==> config.mk <==
export PLATFORM = sky130hd
export DESIGN_NAME = uart_tx_flat
export DESIGN_NICKNAME = d
export VERILOG_FILES = /design/src/rtl/uart_tx_if.sv /design/src/rtl/uart_tx.sv /design/src/flat_wrapper.sv
export SDC_FILE = /design/constraint.sdc
export NUM_CORES = 1
export LEC_CHECK = 0
export BUFFER_PORTS_ARGS = -buffer_cell sky130_fd_sc_hd__buf_2
export CAP_MARGIN = 10
export CORE_MARGIN = 3
export CORE_UTILIZATION = 44
export CTS_CLUSTER_SIZE = 8
export DETAILED_ROUTE_END_ITERATION = 8
export HOLD_SLACK_MARGIN = 0.1
export MAX_ROUTING_LAYER = met4
export SYNTH_ARGS = -nofsm -noshare
export SYNTH_HDL_FRONTEND = slang
export SYNTH_SLANG_ARGS = --single-unit
export TNS_END_PERCENT = 10
==> constraint.sdc <==
create_clock -name i_CLK -period 3.2 [get_ports i_CLK]
set_input_delay 0.64 -clock i_CLK [delete_from_list [all_inputs] [get_ports i_CLK]]
set_output_delay 0.64 -clock i_CLK [all_outputs]
set_load 0.02 [all_outputs]
==> src/rtl/uart_tx_if.sv <==
// Host-side bundle for the UART transmitter: byte write strobe, FIFO status and line outputs.
interface uart_tx_if;
  logic       i_Tx_DV;
  logic [7:0] i_Tx_Byte;
  logic       o_Tx_Serial;
  logic       o_Tx_Active;
  logic       o_Tx_Done;
  logic       o_Tx_Full;
  logic       o_Tx_Empty;

  modport master (
    output i_Tx_DV,
    output i_Tx_Byte,
    input  o_Tx_Serial,
    input  o_Tx_Active,
    input  o_Tx_Done,
    input  o_Tx_Full,
    input  o_Tx_Empty
  );

  modport slave (
    input  i_Tx_DV,
    input  i_Tx_Byte,
    output o_Tx_Serial,
    output o_Tx_Active,
    output o_Tx_Done,
    output o_Tx_Full,
    output o_Tx_Empty
  );
endinterface

==> src/rtl/uart_tx.sv <==
// 8N1 UART transmitter with a small byte FIFO ahead of the serializer.
// All outputs are registered; the frame is shifted from a private shift register.
module uart_tx #(
  parameter int CLKS_PER_BIT = 217,
  parameter int FIFO_DEPTH   = 4
) (
  input  logic     i_CLK,
  input  logic     i_RST,
  uart_tx_if.slave bus
);

  localparam int                 PTR_W      = $clog2(FIFO_DEPTH);
  localparam int                 CNT_W      = PTR_W + 1;
  localparam logic [15:0]        LAST_COUNT = 16'(CLKS_PER_BIT - 1);
  localparam logic [CNT_W-1:0]   DEPTH_C    = CNT_W'(FIFO_DEPTH);

  typedef enum logic [2:0] {
    S_IDLE    = 3'd0,
    S_START   = 3'd1,
    S_DATA    = 3'd2,
    S_STOP    = 3'd3,
    S_CLEANUP = 3'd4
  } state_t;

  // FIFO storage and bookkeeping
  logic [7:0]       mem [FIFO_DEPTH];
  logic [PTR_W-1:0] wr_ptr;
  logic [PTR_W-1:0] rd_ptr;
  logic [CNT_W-1:0] count;
  logic [CNT_W-1:0] count_d;
  logic             full_q;
  logic             empty_q;
  logic             push;
  logic             pop;

  // Serializer state
  state_t      state_q, state_d;
  logic [15:0] cnt_q, cnt_d;
  logic [2:0]  bit_idx_q, bit_idx_d;
  logic [7:0]  shift_q, shift_d;
  logic        serial_q, serial_d;
  logic        active_q, active_d;
  logic        done_q, done_d;

  // A pop frees a slot only after this edge, so a full FIFO still refuses the write.
  assign push = bus.i_Tx_DV && !full_q;

  always_comb begin
    count_d = count;
    case ({push, pop})
      2'b10:   count_d = count + CNT_W'(1);
      2'b01:   count_d = count - CNT_W'(1);
      default: count_d = count;
    endcase
  end

  // NOTE: sequential state uses non-blocking assignments so every register
  // samples pre-edge values regardless of process ordering.
  always_ff @(posedge i_CLK or posedge i_RST) begin
    if (i_RST) begin
      wr_ptr  <= '0;
      rd_ptr  <= '0;
      count   <= '0;
      full_q  <= 1'b0;
      empty_q <= 1'b1;
    end else begin
      if (push) wr_ptr <= wr_ptr + PTR_W'(1);
      if (pop)  rd_ptr <= rd_ptr + PTR_W'(1);
      count   <= count_d;
      full_q  <= (count_d == DEPTH_C);
      empty_q <= (count_d == '0);
    end
  end

  // NOTE: the byte array has no reset; its contents are only read after a
  // write, and resetting it would force flops where RAM/LUTRAM suffices.
  always_ff @(posedge i_CLK) begin
    if (push) mem[wr_ptr] <= bus.i_Tx_Byte;
  end

  always_ff @(posedge i_CLK or posedge i_RST) begin
    if (i_RST) begin
      state_q   <= S_IDLE;
      cnt_q     <= '0;
      bit_idx_q <= '0;
      shift_q   <= '0;
      serial_q  <= 1'b1;
      active_q  <= 1'b0;
      done_q    <= 1'b0;
    end else begin
      state_q   <= state_d;
      cnt_q     <= cnt_d;
      bit_idx_q <= bit_idx_d;
      shift_q   <= shift_d;
      serial_q  <= serial_d;
      active_q  <= active_d;
      done_q    <= done_d;
    end
  end

  // NOTE: every signal driven here gets a default first, so no path can
  // leave one unassigned and infer a latch.
  always_comb begin
    state_d   = state_q;
    cnt_d     = cnt_q;
    bit_idx_d = bit_idx_q;
    shift_d   = shift_q;
    serial_d  = serial_q;
    active_d  = active_q;
    done_d    = 1'b0;
    pop       = 1'b0;

    case (state_q)
      S_IDLE: begin
        serial_d  = 1'b1;
        active_d  = 1'b0;
        cnt_d     = '0;
        bit_idx_d = '0;
        if (!empty_q) begin
          pop      = 1'b1;
          shift_d  = mem[rd_ptr];
          serial_d = 1'b0;
          active_d = 1'b1;
          state_d  = S_START;
        end
      end

      S_START: begin
        if (cnt_q == LAST_COUNT) begin
          cnt_d     = '0;
          bit_idx_d = '0;
          serial_d  = shift_q[0];
          state_d   = S_DATA;
        end else begin
          cnt_d = cnt_q + 16'd1;
        end
      end

      S_DATA: begin
        if (cnt_q == LAST_COUNT) begin
          cnt_d = '0;
          if (bit_idx_q == 3'd7) begin
            serial_d = 1'b1;
            state_d  = S_STOP;
          end else begin
            // LSB first: shift down and present the next bit.
            bit_idx_d = bit_idx_q + 3'd1;
            shift_d   = {1'b0, shift_q[7:1]};
            serial_d  = shift_q[1];
          end
        end else begin
          cnt_d = cnt_q + 16'd1;
        end
      end

      S_STOP: begin
        if (cnt_q == LAST_COUNT) begin
          cnt_d    = '0;
          active_d = 1'b0;
          done_d   = 1'b1;
          state_d  = S_CLEANUP;
        end else begin
          cnt_d = cnt_q + 16'd1;
        end
      end

      S_CLEANUP: begin
        serial_d = 1'b1;
        state_d  = S_IDLE;
      end

      default: begin
        serial_d = 1'b1;
        active_d = 1'b0;
        cnt_d    = '0;
        state_d  = S_IDLE;
      end
    endcase
  end

  assign bus.o_Tx_Serial = serial_q;
  assign bus.o_Tx_Active = active_q;
  assign bus.o_Tx_Done   = done_q;
  assign bus.o_Tx_Full   = full_q;
  assign bus.o_Tx_Empty  = empty_q;

endmodule

==> src/flat_wrapper.sv <==
// flat-port wrapper written by rule: the top's interface ports become plain ports
module uart_tx_flat 
#(
  parameter int CLKS_PER_BIT = 217,
  parameter int FIFO_DEPTH   = 4
)
  (i_CLK, i_RST, bus_i_Tx_DV, bus_i_Tx_Byte, bus_o_Tx_Serial, bus_o_Tx_Active, bus_o_Tx_Done, bus_o_Tx_Full, bus_o_Tx_Empty);
  uart_tx_if bus_i ();
  input  logic i_CLK;
  input  logic i_RST;
  input wire logic [$bits(bus_i.i_Tx_DV)-1:0] bus_i_Tx_DV;
  input wire logic [$bits(bus_i.i_Tx_Byte)-1:0] bus_i_Tx_Byte;
  output wire logic [$bits(bus_i.o_Tx_Serial)-1:0] bus_o_Tx_Serial;
  output wire logic [$bits(bus_i.o_Tx_Active)-1:0] bus_o_Tx_Active;
  output wire logic [$bits(bus_i.o_Tx_Done)-1:0] bus_o_Tx_Done;
  output wire logic [$bits(bus_i.o_Tx_Full)-1:0] bus_o_Tx_Full;
  output wire logic [$bits(bus_i.o_Tx_Empty)-1:0] bus_o_Tx_Empty;
  assign bus_i.i_Tx_DV = bus_i_Tx_DV;
  assign bus_i.i_Tx_Byte = bus_i_Tx_Byte;
  assign bus_o_Tx_Serial = bus_i.o_Tx_Serial;
  assign bus_o_Tx_Active = bus_i.o_Tx_Active;
  assign bus_o_Tx_Done = bus_i.o_Tx_Done;
  assign bus_o_Tx_Full = bus_i.o_Tx_Full;
  assign bus_o_Tx_Empty = bus_i.o_Tx_Empty;
  uart_tx #(.CLKS_PER_BIT(CLKS_PER_BIT), .FIFO_DEPTH(FIFO_DEPTH)) u_core (.i_CLK(i_CLK), .i_RST(i_RST), .bus(bus_i));
endmodule
==> flow_metrics.tcl <==
set metrics [dict create \
    timing.critical_path.fanout_max 16 \
    cts-root-to-sink-buffers 2 \
    seq_power_share 0.528 \
    asyncSetResetFlopFracSynth 0.568 \
    synth_warnings 0 \
    wirelength_mm 5.41 \
    tritoncts "built" \
    clock_power_share 0.301 \
    h-tree-depth 3 \
    combinationalPowerShare 0.172 \
    drt_first_pass_iters 4 \
    route.layer.met1.wl_mm 2.48 \
    worst_path_most_repeated_cell "xor2_1" \
    topRoutingLayerUsed "met4" \
    drt_iter0_markers 99 \
    hold_path_class "input pin to asynchronous set/reset pin" \
    fmax_mhz 416 \
    report.final.slew_viol_count 0 \
    cts_hold_buffers 0 \
    report.final.hold_viol_count 0 \
    synth_enable_flop_cells 32 \
    run_status "finished, final reports clean" \
    internal_power_mw 1.76 \
    data_arrival_time_at_the_worst_slack_endpoint_ns 2.69 \
    wl_met3_um 174 \
    rr_endpoint "u_core.bus.o_Tx_Full$_DFF_PP0_" \
    ys_seq_area_frac 0.598 \
    drive_gt1_frac 0.185 \
    number_of_nets_in_the_synthesized_netlist 285 \
    sw_frac_of_total 0.298 \
    reg2reg_setup_slack_ns 0.80 \
    gp_congestion 0.805 \
    critical_path_class "flip-flop to flip-flop" \
    synth-seq-cells 74 \
    total_track_usage 0.152 \
    post_cts_buffers 0 \
    critPathSlowestCell "dfrtp_1" \
    antenna_violating_nets_post_route 0 \
    ir_drop_v 0.000384 \
    clock_sinks 74 \
    layout_utilization 0.509 \
    antenna_found_initial 0 \
    worst_skew_pair.late_latency_ns 0.35 \
    finalWorstPathRequiredPeriod_ns 2.40 \
    drc_errors 0 \
    netlist_instances 264 \
    cp_cell_sequence "nor4_2, ha_1, inv_1, fa_1, xor2_1, nor2_1, xor2_1, nor2b_1" \
    gr-total-overflow 0 \
    reg2reg_depth 8 \
    setup_tns_ns 0 \
    p_leak_nw 1.46 \
    initial_core_util 0.460 \
    synth_top_cell_area_share 0.297 \
    launching_point_of_the_worst_reg2reg_path "u_core.state_q[0]$_DFFE_PP0P_" \
    port-buffer-count 15 \
    timing.slew.headroom 0.376 \
    yosysTopAreaCell "dfrtp_1" \
    endpoint_class_of_the_critical_path "flip-flop" \
    clock_tree.root_cell "clkbuf_8" \
    core_region_area_um2 7330 \
    vias_per_cell 5.01 \
    number_of_buffers_created_by_cts 9 \
    clock_skew_ns 0.00804 \
    cts.clk_slew.worst_paths_ns 0.08 \
    crit_path_start_kind "flip-flop" \
    horiz_die_dim_um 93.5 \
    rsz_0062_raised_after_global_routing "false" \
    worst_path_largest_cell_delay_ns 0.55 \
    cts_resized 0 \
    routedWlPerCell_um 14.0 \
    grt_pass1_wl_mm 9.77 \
    grt_start_max_net_pins 27 \
    dp.final_hpwl_mm 3.74 \
    floorplan.die.height_um 93.5 \
    syn_to_final_growth_pct 10.7 \
    vias 1930 \
    postSynth.topFlopCell "dfrtp_1" \
    worst-slew-pin-transition_ns 0.930 \
    max-cap-violations 0 \
    setup_viol 0 \
    rows 31 \
    worstPathRequired_ns 3.49 \
    pin_count 16 \
    dieArea_um2 8740 \
    synth.distinct_cells 46 \
    syn_area_per_cell_um2 12.8 \
    p_switching_mw 0.748 \
    final_nets 302 \
    yosys-top-cells-area "dfrtp_1 (30%), edfxtp_1 (29%), mux4_2 (5.3%)" \
    period_share 0.751 \
    post_synth_instance_area_um2 3370 \
    met2_wirelength_mm 2.66 \
    first_global_vias 2000 \
    power.density_nw_per_um2 673 \
    antenna-diode-count 0 \
]
routing by layer:
metal / vias to the layer above / GRT usage
met5: - / -
met4: 0 / 0.0623
met3: 10 / 0.0507
met2: 20 / 0.244
met1: 937 / 0.177
li1: 963 / -
layout by cell type, fill, tap and decap left out, types with 7 or more instances in the layout:
master	count
ha_1	9
nand2_1	15
mux2i_1	7
clkbuf_8	9
nor2_1	31
inv_1	11
xor2_1	8
mux4_2	8
dfrtp_1	40
a21oi_1	11
xnor2_1	12
edfxtp_1	32
buf_2	15
critical path, delay by kind of cell, from the launching register on:
family / cells / cell delay (ns)
buffers and inverters: 1 / 0.07
flip-flops: 1 / 0.55
XOR/XNOR: 2 / 0.38
AND/OR/NAND/NOR: 3 / 0.69
adder cells (fa/ha/maj): 2 / 0.64
cells in the mapped netlist, types with 2 or more instances:
library cell / instances
mux2i_1: 7
nand2_1: 15
nor2_1: 31
and2_1: 5
nor3_1: 5
a21oi_1: 11
edfxtp_1: 32
buf_2: 3
nand2b_1: 4
nor4_2: 2
buf_6: 2
ha_1: 9
dfstp_2: 2
o21ai_0: 5
xor2_1: 8
nand3_1: 5
xnor2_1: 12
nor4_1: 2
mux4_2: 8
dfrtp_1: 40
clkbuf_1: 5
nor3b_1: 5
o21ai_1: 5
inv_1: 12
nand4_1: 4
a31oi_1: 2
and4_1: 2
nor2b_1: 3
flip-flops by register name (all words and copies together) (netlist names), 2 cells and up:
register,flops
u_core.shift_q,8
u_core.count,3
u_core.rd_ptr,2
u_core.state_q,3
u_core.bit_idx_q,3
u_core.wr_ptr,2
u_core.cnt_q,16
u_core.mem,32
kinds of logic after synthesis:
| family | Yosys count | share of synthesized area |
|---|---|---|
| AOI/OAI and AO/OA | 27 | 0.0475 |
| xor gates and xnor gates | 20 | 0.0520 |
| adders and majority gates | 11 | 0.0427 |
| buffers and inverters | 25 | 0.0349 |
| DFF | 74 | 0.598 |
| muxes | 15 | 0.0743 |
| and+or+nand+nor | 92 | 0.151 |
stage by stage:
step	cells	total power [mW]	hold slack, ns	cell area (µm²)	setup WS [ns]
detailed placement	369	1.79	0.466	3520	0.756
CTS	385	2.56	0.390	3730	0.767
finish	385	2.51	0.373	3730	0.798
floorplan	264	1.66	0.446	3370	0.930
global placement	369	1.77	0.469	3520	0.837
global route	385	2.68	0.402	3730	0.562
power by group through the flow:
stage / Sequential [mW] / Combinational, mW / Clock [mW]
floorplan: 1.30 / 0.364 / 0
global placement: 1.34 / 0.426 / 0
detailed placement: 1.35 / 0.441 / 0
CTS: 1.33 / 0.442 / 0.786
global route: 1.35 / 0.497 / 0.829
finish: 1.32 / 0.431 / 0.755
final cells by class:
type	count	area, µm²
Fill cell	645	3600
Clock inverter	7	83.8
Sequential cell	74	2010
Clock buffer	9	124
Tap cell	99	124
Timing Repair Buffer	18	97.6
Inverter	13	48.8
Multi-Input combinational cell	165	1240
worst max path at each step:
stage               slack, ns                              to                          start
floorplan                0.93  u_core.bus.o_Tx_Full$_DFF_PP0_  u_core.state_q[0]$_DFFE_PP0P_
global placement         0.84  u_core.bus.o_Tx_Full$_DFF_PP0_                    bus_i_Tx_DV
detailed placement       0.76  u_core.bus.o_Tx_Full$_DFF_PP0_                    bus_i_Tx_DV
CTS                      0.77  u_core.bus.o_Tx_Full$_DFF_PP0_  u_core.state_q[0]$_DFFE_PP0P_
global route             0.56  u_core.bus.o_Tx_Full$_DFF_PP0_  u_core.state_q[0]$_DFFE_PP0P_
finish                   0.80  u_core.bus.o_Tx_Full$_DFF_PP0_  u_core.state_q[0]$_DFFE_PP0P_
Note: power is estimated with default switching activity, not from simulation.
